File: src/rtl/ex_muldiv_unit.sv
// Iterative RV32M multiply/divide execute unit: shift-add multiply and restoring divide,
// STEP bits per cycle, result presented on the EX modify_flag/modify_address/modify_data triple.
module ex_muldiv_unit #(
   parameter int XLEN       = 32,
   parameter int STEP       = 1,
   parameter int REG_ADDR_W = 5
) (
   input  logic                  clk,
   input  logic                  rst,
   input  logic                  flush,
   input  logic                  in_valid,
   output logic                  in_ready,
   input  logic [2:0]            op,
   input  logic [XLEN-1:0]       op1,
   input  logic [XLEN-1:0]       op2,
   input  logic                  write_flag,
   input  logic [REG_ADDR_W-1:0] dest_address,
   output logic                  out_valid,
   input  logic                  out_ready,
   output logic                  modify_flag,
   output logic [REG_ADDR_W-1:0] modify_address,
   output logic [XLEN-1:0]       modify_data
);
   localparam int ITERS = XLEN / STEP;
   localparam int CNT_W = $clog2(ITERS) + 1;
   localparam logic [XLEN-1:0] MIN_VAL = {1'b1, {(XLEN-1){1'b0}}};

   typedef enum logic [1:0] {IDLE, CALC, DONE} state_t;
   state_t state, state_nxt;

   logic [2:0]            op_q;
   logic                  neg_q;
   logic                  wf_q;
   logic [REG_ADDR_W-1:0] rd_q;
   logic [XLEN-1:0]       b_q;
   logic [2*XLEN-1:0]     acc_q, acc_nxt, prod;
   logic [XLEN:0]         rem_q, rem_nxt, sum;
   logic [XLEN+1:0]       trial;
   logic [CNT_W-1:0]      cnt_q;
   logic [XLEN-1:0]       result;

   logic                  sgn_a, sgn_b, neg_in, div_zero, div_ovf, special;
   logic [XLEN-1:0]       mag_a, mag_b, special_val;

   function automatic logic [2*XLEN-1:0] sign_fix(input logic [2*XLEN-1:0] v, input logic n);
      return n ? -v : v;
   endfunction

   // Operand decode at issue: magnitudes, result sign and the divide corner cases
   always_comb begin
      sgn_a       = op1[XLEN-1] && (op != 3'd3) && (op != 3'd5) && (op != 3'd7);
      sgn_b       = op2[XLEN-1] && (op == 3'd0 || op == 3'd1 || op == 3'd4 || op == 3'd6);
      mag_a       = sgn_a ? -op1 : op1;
      mag_b       = sgn_b ? -op2 : op2;
      neg_in      = (op == 3'd6) ? sgn_a : (sgn_a ^ sgn_b);
      div_zero    = op[2] && (op2 == '0);
      div_ovf     = (op == 3'd4 || op == 3'd6) && (op1 == MIN_VAL) && (op2 == '1);
      special     = div_zero || div_ovf;
      special_val = div_zero ? (op[1] ? op1 : '1) : (op[1] ? '0 : op1);
   end

   // Iteration: acc low half holds multiplier / dividend-then-quotient
   always_comb begin
      acc_nxt = acc_q;
      rem_nxt = rem_q;
      sum     = '0;
      trial   = '0;
      for (int i = 0; i < STEP; i++) begin
         if (op_q[2]) begin
            rem_nxt = {rem_nxt[XLEN-1:0], acc_nxt[XLEN-1]};
            acc_nxt = {acc_nxt[2*XLEN-1:XLEN], acc_nxt[XLEN-2:0], 1'b0};
            trial   = {1'b0, rem_nxt} - {2'b00, b_q};
            if (!trial[XLEN+1]) begin
               rem_nxt    = trial[XLEN:0];
               acc_nxt[0] = 1'b1;
            end
         end else begin
            sum     = {1'b0, acc_nxt[2*XLEN-1:XLEN]} + (acc_nxt[0] ? {1'b0, b_q} : '0);
            acc_nxt = {sum, acc_nxt[XLEN-1:1]};
         end
      end
      prod = sign_fix(acc_nxt, neg_q);
      case (op_q)
         3'd0:             result = prod[XLEN-1:0];
         3'd1, 3'd2, 3'd3: result = prod[2*XLEN-1:XLEN];
         3'd4, 3'd5:       result = prod[XLEN-1:0];
         default: begin
            prod   = sign_fix({{(XLEN-1){1'b0}}, rem_nxt}, neg_q);
            result = prod[XLEN-1:0];
         end
      endcase
   end

   always_ff @(posedge clk or posedge rst) begin
      if (rst) state <= IDLE;
      else     state <= state_nxt;
   end

   always_comb begin
      state_nxt = state;
      case (state)
         IDLE:    if (in_valid) state_nxt = special ? DONE : CALC;
         CALC:    if (cnt_q == CNT_W'(1)) state_nxt = DONE;
         DONE:    if (out_ready) state_nxt = IDLE;
         default: state_nxt = IDLE;
      endcase
      if (flush) state_nxt = IDLE;
   end

   assign in_ready  = (state == IDLE);
   assign out_valid = (state == DONE);

   always_ff @(posedge clk or posedge rst) begin
      if (rst) begin
         op_q           <= '0;
         neg_q          <= 1'b0;
         wf_q           <= 1'b0;
         rd_q           <= '0;
         b_q            <= '0;
         acc_q          <= '0;
         rem_q          <= '0;
         cnt_q          <= '0;
         modify_flag    <= 1'b0;
         modify_address <= '0;
         modify_data    <= '0;
      end else if (flush) begin
         modify_flag <= 1'b0;
      end else begin
         case (state)
            IDLE: if (in_valid) begin
               op_q  <= op;
               neg_q <= neg_in;
               wf_q  <= write_flag;
               rd_q  <= dest_address;
               b_q   <= mag_b;
               acc_q <= {{XLEN{1'b0}}, mag_a};
               rem_q <= '0;
               cnt_q <= CNT_W'(ITERS);
               if (special) begin
                  modify_flag    <= write_flag;
                  modify_address <= dest_address;
                  modify_data    <= special_val;
               end
            end
            CALC: begin
               acc_q <= acc_nxt;
               rem_q <= rem_nxt;
               cnt_q <= cnt_q - 1'b1;
               if (cnt_q == CNT_W'(1)) begin
                  modify_flag    <= wf_q;
                  modify_address <= rd_q;
                  modify_data    <= result;
               end
            end
            DONE:    if (out_ready) modify_flag <= 1'b0;
            default: ;
         endcase
      end
   end
endmodule

File: config.mk
export PLATFORM = sky130hd
export DESIGN_NAME = ex_muldiv_unit
export DESIGN_NICKNAME = d
export VERILOG_FILES = /design/src/rtl/ex_muldiv_unit.sv
export SDC_FILE = /design/constraint.sdc
export NUM_CORES = 1
export LEC_CHECK = 0
export ABC_CLOCK_PERIOD_IN_PS = 7300
export CAP_MARGIN = 10
export CORE_MARGIN = 8
export CORE_UTILIZATION = 49
export CTS_CLUSTER_SIZE = 8
export DETAILED_ROUTE_END_ITERATION = 10
export GPL_TIMING_DRIVEN = 0
export PLACE_DENSITY_LB_ADDON = 0.2
export SLEW_MARGIN = 20
export SYNTH_ARGS = -nofsm -noshare
export SYNTH_HDL_FRONTEND = slang
export SYNTH_SLANG_ARGS = --single-unit
File: constraint.sdc
create_clock -name clk -period 7.3 [get_ports clk]
set_clock_uncertainty 0.15 [all_clocks]
set_input_delay 0.73 -clock clk [delete_from_list [all_inputs] [get_ports clk]]
set_output_delay 0.73 -clock clk [all_outputs]
set_load 0.1 [all_outputs]
==> run metrics, run 1 <==
number of maximum-capacitance constraint violations=0; setup repair after global routing missed its margin=false; wire length of the first global-routing pass=127,000 µm; count of buffers inserted at the top-level ports=115; number of vias in the routed layout=20.9k; biggest fanout along the worst timing path=10; clock tree root driver cell=sky130_fd_sc_hd__clkbuf_16; Largest delay share family, worst path=buffers and inverters; Startpoint Class=flop; layout-stage area growth over the synthesis result=13.4%; hold violation count in the final report=0; outcome=finished, final reports clean; Skew-Pair Late Insertion Delay=0.47 ns; vertical die dimension=210 µm; cells along the critical path=buf_4 -> buf_4 -> inv_1 -> clkbuf_1 -> buf_1 -> clkbuf_1 -> buf_1 -> clkbuf_1 -> o21ai_0 -> clkbuf_1 -> o21ai_0 -> o21ai_0 -> o21ai_0; post-DR wirelength/cell=28.4 µm; layout net count=2,693; share of cells above drive strength 1=5.44%; commonest non-fill, non-tap cell in the layout=sky130_fd_sc_hd__nand2_1; crit path capture type=flop; number of nets in the synthesized netlist=2,557; worst reg2reg path startpoint=op_q[2]; start point of the worst min-delay path=modify_data[1]; Period minus WS final=6.79 ns; largest net degree at the start of global routing=99; post-synthesis async set-or-reset flop share=100%; die area=44,000 µm²; standard cell core area=37,300 µm²; leading register cell type out of synthesis=sky130_fd_sc_hd__dfrtp_1; Bufs and invs on worst path=9; number of optimization iterations in the first detailed-route pass=9; final period utilization=92.9%; die extent in x=210 µm; Cell Count, Final, Fillers Out=3,029; Final Slew Violations=0; number of synthesized flops with an enable pin=0; Slowest cell on crit path=sky130_fd_sc_hd__buf_1; clock-pin slew of the registers on the worst-case setup and hold paths=0.08 ns; CTS tree=done; Cells after Synth=2,404; Post-Route Setup TNS=0 ns; number of nets still failing antenna checks after routing=0; number of gates given a new drive strength after cts=0; mapped cell area=18,400 µm²; top achievable clock speed=147 MHz; mean area per synthesized cell=7.66 µm²; most frequent cells in the layout=sky130_fd_sc_hd__nand2_1 (293), sky130_fd_sc_hd__o21ai_0 (244), sky130_fd_sc_hd__nor2_1 (186); count of cell types in the netlist=105; cell count after placement=2,995; Rows=71; path category of the worst min-delay check=reg2reg; top-level I/O count=118; portion of the post-synthesis area used by sequential elements=25.0%; via count of the first global-routing pass=19.6k; type of the worst setup path=reg2reg; warnings from Yosys=0; CP Data Required Time=7.54 ns; Setup Buffers After CTS=0; global router's overall resource usage=38.2%; GPL Wtd Cong=1.06; count of fill cells added during filler insertion=3,582; starting DRC count in detailed routing=2,633; # H-tree levels=4; total clock buffers created by CTS=17; Worst EP arrival=7.03 ns; worst-case headroom to the max-slew limit=19.3%; CTS max path bufs=2; final wirelength=86,100 µm; maximum single-stage delay on the critical path=0.71 ns; count of state elements after synthesis=184; Post-CTS Hold Buffers=0; total of endpoints with negative setup slack in the final report=0; drt via density=6.90; drt drc=0; HPWL after detailed placement=69,300 µm; effective utilization at floorplan=49.3%; total overflow reported by the global router=0; initial antenna violation count=4; Critical Path Source=op_q[2]; clock sinks=184; Least-Margin Pin Slew=1.21 ns
==> worst min-delay path, cell delays in order (launching register included) <==
cell and delay, ns:
sky130_fd_sc_hd__dfrtp_1 0.34, sky130_fd_sc_hd__nand2_1 0.06, sky130_fd_sc_hd__nand2_1 0.06
==> final timing paths <==
kind / slack, ns / cells after the start / to
max reg2reg: 0.51 / 13 / modify_data[0]
min in group asynchronous: 0.39 / 2 / b_q[9]
max: 0.51 / 13 / modify_data[0]
max in group asynchronous: 5.49 / 4 / rem_q[28]
min: 0.34 / 2 / modify_data[1]
min reg2reg: 0.34 / 2 / modify_data[1]
==> stage by stage <==
step                setup WS (ns)  hold slack [ns]  area, µm²  utilization (%)
CTS                         0.952            0.340      20900             55.9
finish                      0.515            0.341      20900             55.9
global route                0.479            0.353      20900             55.9
detailed placement          0.800            0.321      20200             54.2
floorplan                    1.42            0.313      18400                -
global placement            -1.27            0.315      20100             54.0
==> cell type report <==
type | count | area [µm²] | share of cell area, %
Buffer | 144 | 588 | 2.82
Clock inverter | 14 | 201 | 0.966
Tap cell | 474 | 593 | 2.84
Timing Repair Buffer | 117 | 1210 | 5.78
Sequential cell | 184 | 4600 | 22.1
Antenna cell | 2 | 5.00 | 0.0240
Clock buffer | 18 | 439 | 2.10
Multi-Input combinational cell | 1988 | 12900 | 61.8
Inverter | 88 | 338 | 1.62
==> cell usage after synthesis (21+ instances only) <==
cell,instances,area [µm²]
sky130_fd_sc_hd__or3_1,32,200
sky130_fd_sc_hd__nor2_1,186,698
sky130_fd_sc_hd__clkbuf_1,102,383
sky130_fd_sc_hd__nand4_1,32,200
sky130_fd_sc_hd__nand2b_1,25,156
sky130_fd_sc_hd__ha_1,73,913
sky130_fd_sc_hd__and2_1,56,350
sky130_fd_sc_hd__a21oi_1,165,826
sky130_fd_sc_hd__nand3_1,38,190
sky130_fd_sc_hd__xor2_1,67,587
sky130_fd_sc_hd__nor4_1,24,150
sky130_fd_sc_hd__a211oi_1,22,165
sky130_fd_sc_hd__a31oi_1,31,194
sky130_fd_sc_hd__mux2i_1,62,621
sky130_fd_sc_hd__o31ai_1,39,293
sky130_fd_sc_hd__xnor2_1,90,788
sky130_fd_sc_hd__o21ai_0,244,1220
sky130_fd_sc_hd__inv_1,86,323
sky130_fd_sc_hd__a22o_1,26,228
sky130_fd_sc_hd__a221oi_1,21,184
sky130_fd_sc_hd__nand2_1,293,1100
sky130_fd_sc_hd__dfrtp_1,184,4600
sky130_fd_sc_hd__maj3_1,29,290
sky130_fd_sc_hd__nor3_1,61,305
==> per-layer routing <==
metal	vias up	global-route usage, %	share of wire (%)
met2	1361	57.8	43
met3	294	9.56	11
li1	9179	-	-
met4	6	24.1	7.4
met5	-	1.95	0.15
met1	10100	48.2	38
==> registers in the layout (all words and copies together) (netlist names) <==
| name | count |
|---|---|
| acc_q | 64 |
| b_q | 32 |
| modify_data | 32 |
| rem_q | 32 |
| cnt_q | 6 |
| modify_address | 5 |
| rd_q | 5 |
| op_q | 3 |
| state | 2 |
| modify_flag | 1 |
| neg_q | 1 |
| wf_q | 1 |
==> logic make-up (layout without fill, tap and decap cells) <==
kind of cell	Yosys count	after routing	share of synthesized area [%]
compound gates	791	791	28.3
xor+xnor	157	157	7.47
other cells	0	2	0
flops	184	184	25.0
buf+inv	232	381	4.99
simple gates	857	857	23.1
fa+ha+maj	104	104	6.76
mux	79	79	4.43
Power of run 1 is not shown: default switching activity piles up to over one toggle a cycle in this logic, so the estimate is an artifact.
==> run 2, diff against run 1 <==
ABC_CLOCK_PERIOD_IN_PS = 5600   (was 7300)
CORE_UTILIZATION = 50   (was 49)
clock period = 5.6 ns   (was 7.3 ns; I/O delays follow)
==> run 2 against run 1 <==
  * The run now ends with negative setup slack left
  * Worst setup slack worse by 0.56 ns
  * Non-clock buffer count increased by 7
  * Count of clock-buffer cells in the layout is 1 lower
  * Critical endpoint is now modify_data[28]
  * Sequential cell count is the same
  * Cell area grew 1.4%
  * Via count increased by 0.30%
  * Core utilization is 2.2 points higher
==> run metrics, run 2 (synthesis results as in run 1) <==
outcome=finished, violations left; failing checks=negative setup slack; Final Slew Violations=0 (unchanged); Rows=70 (-1.4%); top-level I/O count=118 (unchanged); Least-Margin Pin Slew=1.18 ns (-0.0262 ns); Startpoint Class=flop; clock sinks=184 (unchanged); number of nets still failing antenna checks after routing=0 (unchanged); top achievable clock speed=177 MHz (+20%); number of maximum-capacitance constraint violations=0 (unchanged); smallest setup slack after layout=-0.0454 ns (-0.560 ns); most frequent cells in the layout=sky130_fd_sc_hd__nand2_1 (291), sky130_fd_sc_hd__o21ai_0 (244), sky130_fd_sc_hd__nor2_1 (185); effective utilization at floorplan=50.5% (+1.2 points); final period utilization=101% (+7.9 points); global router's overall resource usage=38.6% (+0.37 points); # H-tree levels=4 (unchanged); biggest fanout along the worst timing path=7 (-3); drt via density=6.93 (+0.30%); final wirelength=86,600 µm (+0.53%); number of optimization iterations in the first detailed-route pass=8 (-1); final core area utilization=58.1% (+2.2 points); setup repair after global routing missed its margin=true; via count of the first global-routing pass=20.0k (+1.8%); commonest non-fill, non-tap cell in the layout=sky130_fd_sc_hd__nand2_1; antenna cells=0 (-2); total of endpoints with negative setup slack in the final report=3 (+3); count of buffers inserted at the top-level ports=115 (unchanged); total overflow reported by the global router=0 (unchanged); layout-stage area growth over the synthesis result=15.0%; worst-case headroom to the max-slew limit=20.4% (+1.1 points); clock-pin slew of the registers on the worst-case setup and hold paths=0.08 ns (about the same); type of the worst setup path=reg2reg; die extent in x=208 µm (-0.93%); die area=43,200 µm² (-1.9%); initial antenna violation count=3 (-1); wire length of the first global-routing pass=128,000 µm (+0.79%); clock tree root driver cell=sky130_fd_sc_hd__clkbuf_16; number of vias in the routed layout=21.0k (+0.30%); CTS tree=done; Period minus WS final=5.65 ns (-1.14 ns); starting DRC count in detailed routing=2,837 (+7.7%); hold violation count in the final report=0 (unchanged); Most flops, register=acc_q; CP Data Required Time=5.86 ns (-1.68 ns); FF-to-FF setup slack=-0.05 ns (-0.56 ns); number of flip-flops in the largest register=64 (unchanged); vertical die dimension=208 µm (-0.93%); path category of the worst min-delay check=in2async; crit path capture type=flop; post-DR wirelength/cell=28.6 µm (+0.53%); total clock buffers created by CTS=17 (unchanged); CTS max path bufs=2 (unchanged); GPL Wtd Cong=1.08 (+1.9%); largest net degree at the start of global routing=35 (-65%); Worst EP arrival=5.91 ns (-1.12 ns); layout net count=2,701 (+0.30%); HPWL after detailed placement=68,800 µm (-0.68%); share of cells above drive strength 1=7.26% (+1.8 points); standard cell core area=36,400 µm² (-2.3%); Skew-Pair Late Insertion Delay=0.48 ns (about the same); drt drc=0 (unchanged)
run 2: layout make-up:
| class | count | area, µm² |
|---|---|---|
| clock inverters | 15 | 181 |
| flip-flops and latches | 184 | 4610 |
| inverters | 88 | 334 |
| well taps | 468 | 586 |
| multi-input cells | 1989 | 13100 |
| clock buffers | 17 | 425 |
| repair buffers | 124 | 1290 |
| plain buffers | 144 | 634 |
| fillers | 3484 | 15300 |
run 2: through the flow:
step	cell area, µm²	setup slack, ns	TNS (ns)	hold WS [ns]	cells
4_1_cts	21000	0.00550	0	0.333	3026
3_5_place_dp	20300	-0.892	-17.45	0.315	2993
6_report	21200	-0.0454	-0.0774	0.327	3029
5_1_grt	21200	-0.0582	-0.0582	0.368	3029
2_1_floorplan	18400	1.15	0	0.313	2404
3_3_place_gp	20100	-0.941	-17.66	0.314	2987
run 2: path summary, 6_finish.rpt:
kind	to	start	cells after the start
max	modify_data[28]	b_q[18]	14
min	b_q[18]	rst	2
max reg2reg	modify_data[28]	b_q[18]	14
min reg2reg	modify_data[1]	modify_data[1]	2
max in group asynchronous	rem_q[29]	rst	6
min in group clk	modify_data[1]	modify_data[1]	2
run 2: critical path, cell delays in order (launching register included):
cell	delay, ns
sky130_fd_sc_hd__dfrtp_1	0.58
sky130_fd_sc_hd__inv_1	0.20
sky130_fd_sc_hd__ha_1	0.41
sky130_fd_sc_hd__a21oi_1	0.29
sky130_fd_sc_hd__o21ai_1	0.23
sky130_fd_sc_hd__a31o_2	0.37
sky130_fd_sc_hd__a211oi_4	0.60
sky130_fd_sc_hd__nand2_4	0.28
sky130_fd_sc_hd__mux2i_2	0.38
sky130_fd_sc_hd__o2111ai_1	0.27
sky130_fd_sc_hd__nor4_2	0.72
sky130_fd_sc_hd__nand3_1	0.32
sky130_fd_sc_hd__o311a_1	0.44
sky130_fd_sc_hd__a31oi_1	0.19
sky130_fd_sc_hd__a221o_1	0.13
run 2: metal layers:
metal / wire, µm / track usage (%) / vias up
met4: 6360 / 24.5 / 4
met2: 37200 / 58.7 / 1376
met5: 29 / 0 / -
met1: 32800 / 47.3 / 10100
li1: - / - / 9191
met3: 10300 / 11.5 / 334
run 2: what timing repair did:
| action | 4_1_cts | 5_1_grt |
|---|---|---|
| hold buffers | 0 | 0 |
| pin swaps | 2 | 3 |
| buffers inserted | 1 | 2 |
| setup endpoints to repair | 34 | 24 |
| cloned | 0 | 1 |
| gates resized for setup | 26 | 39 |
Power of run 2 is left out for the same reason.
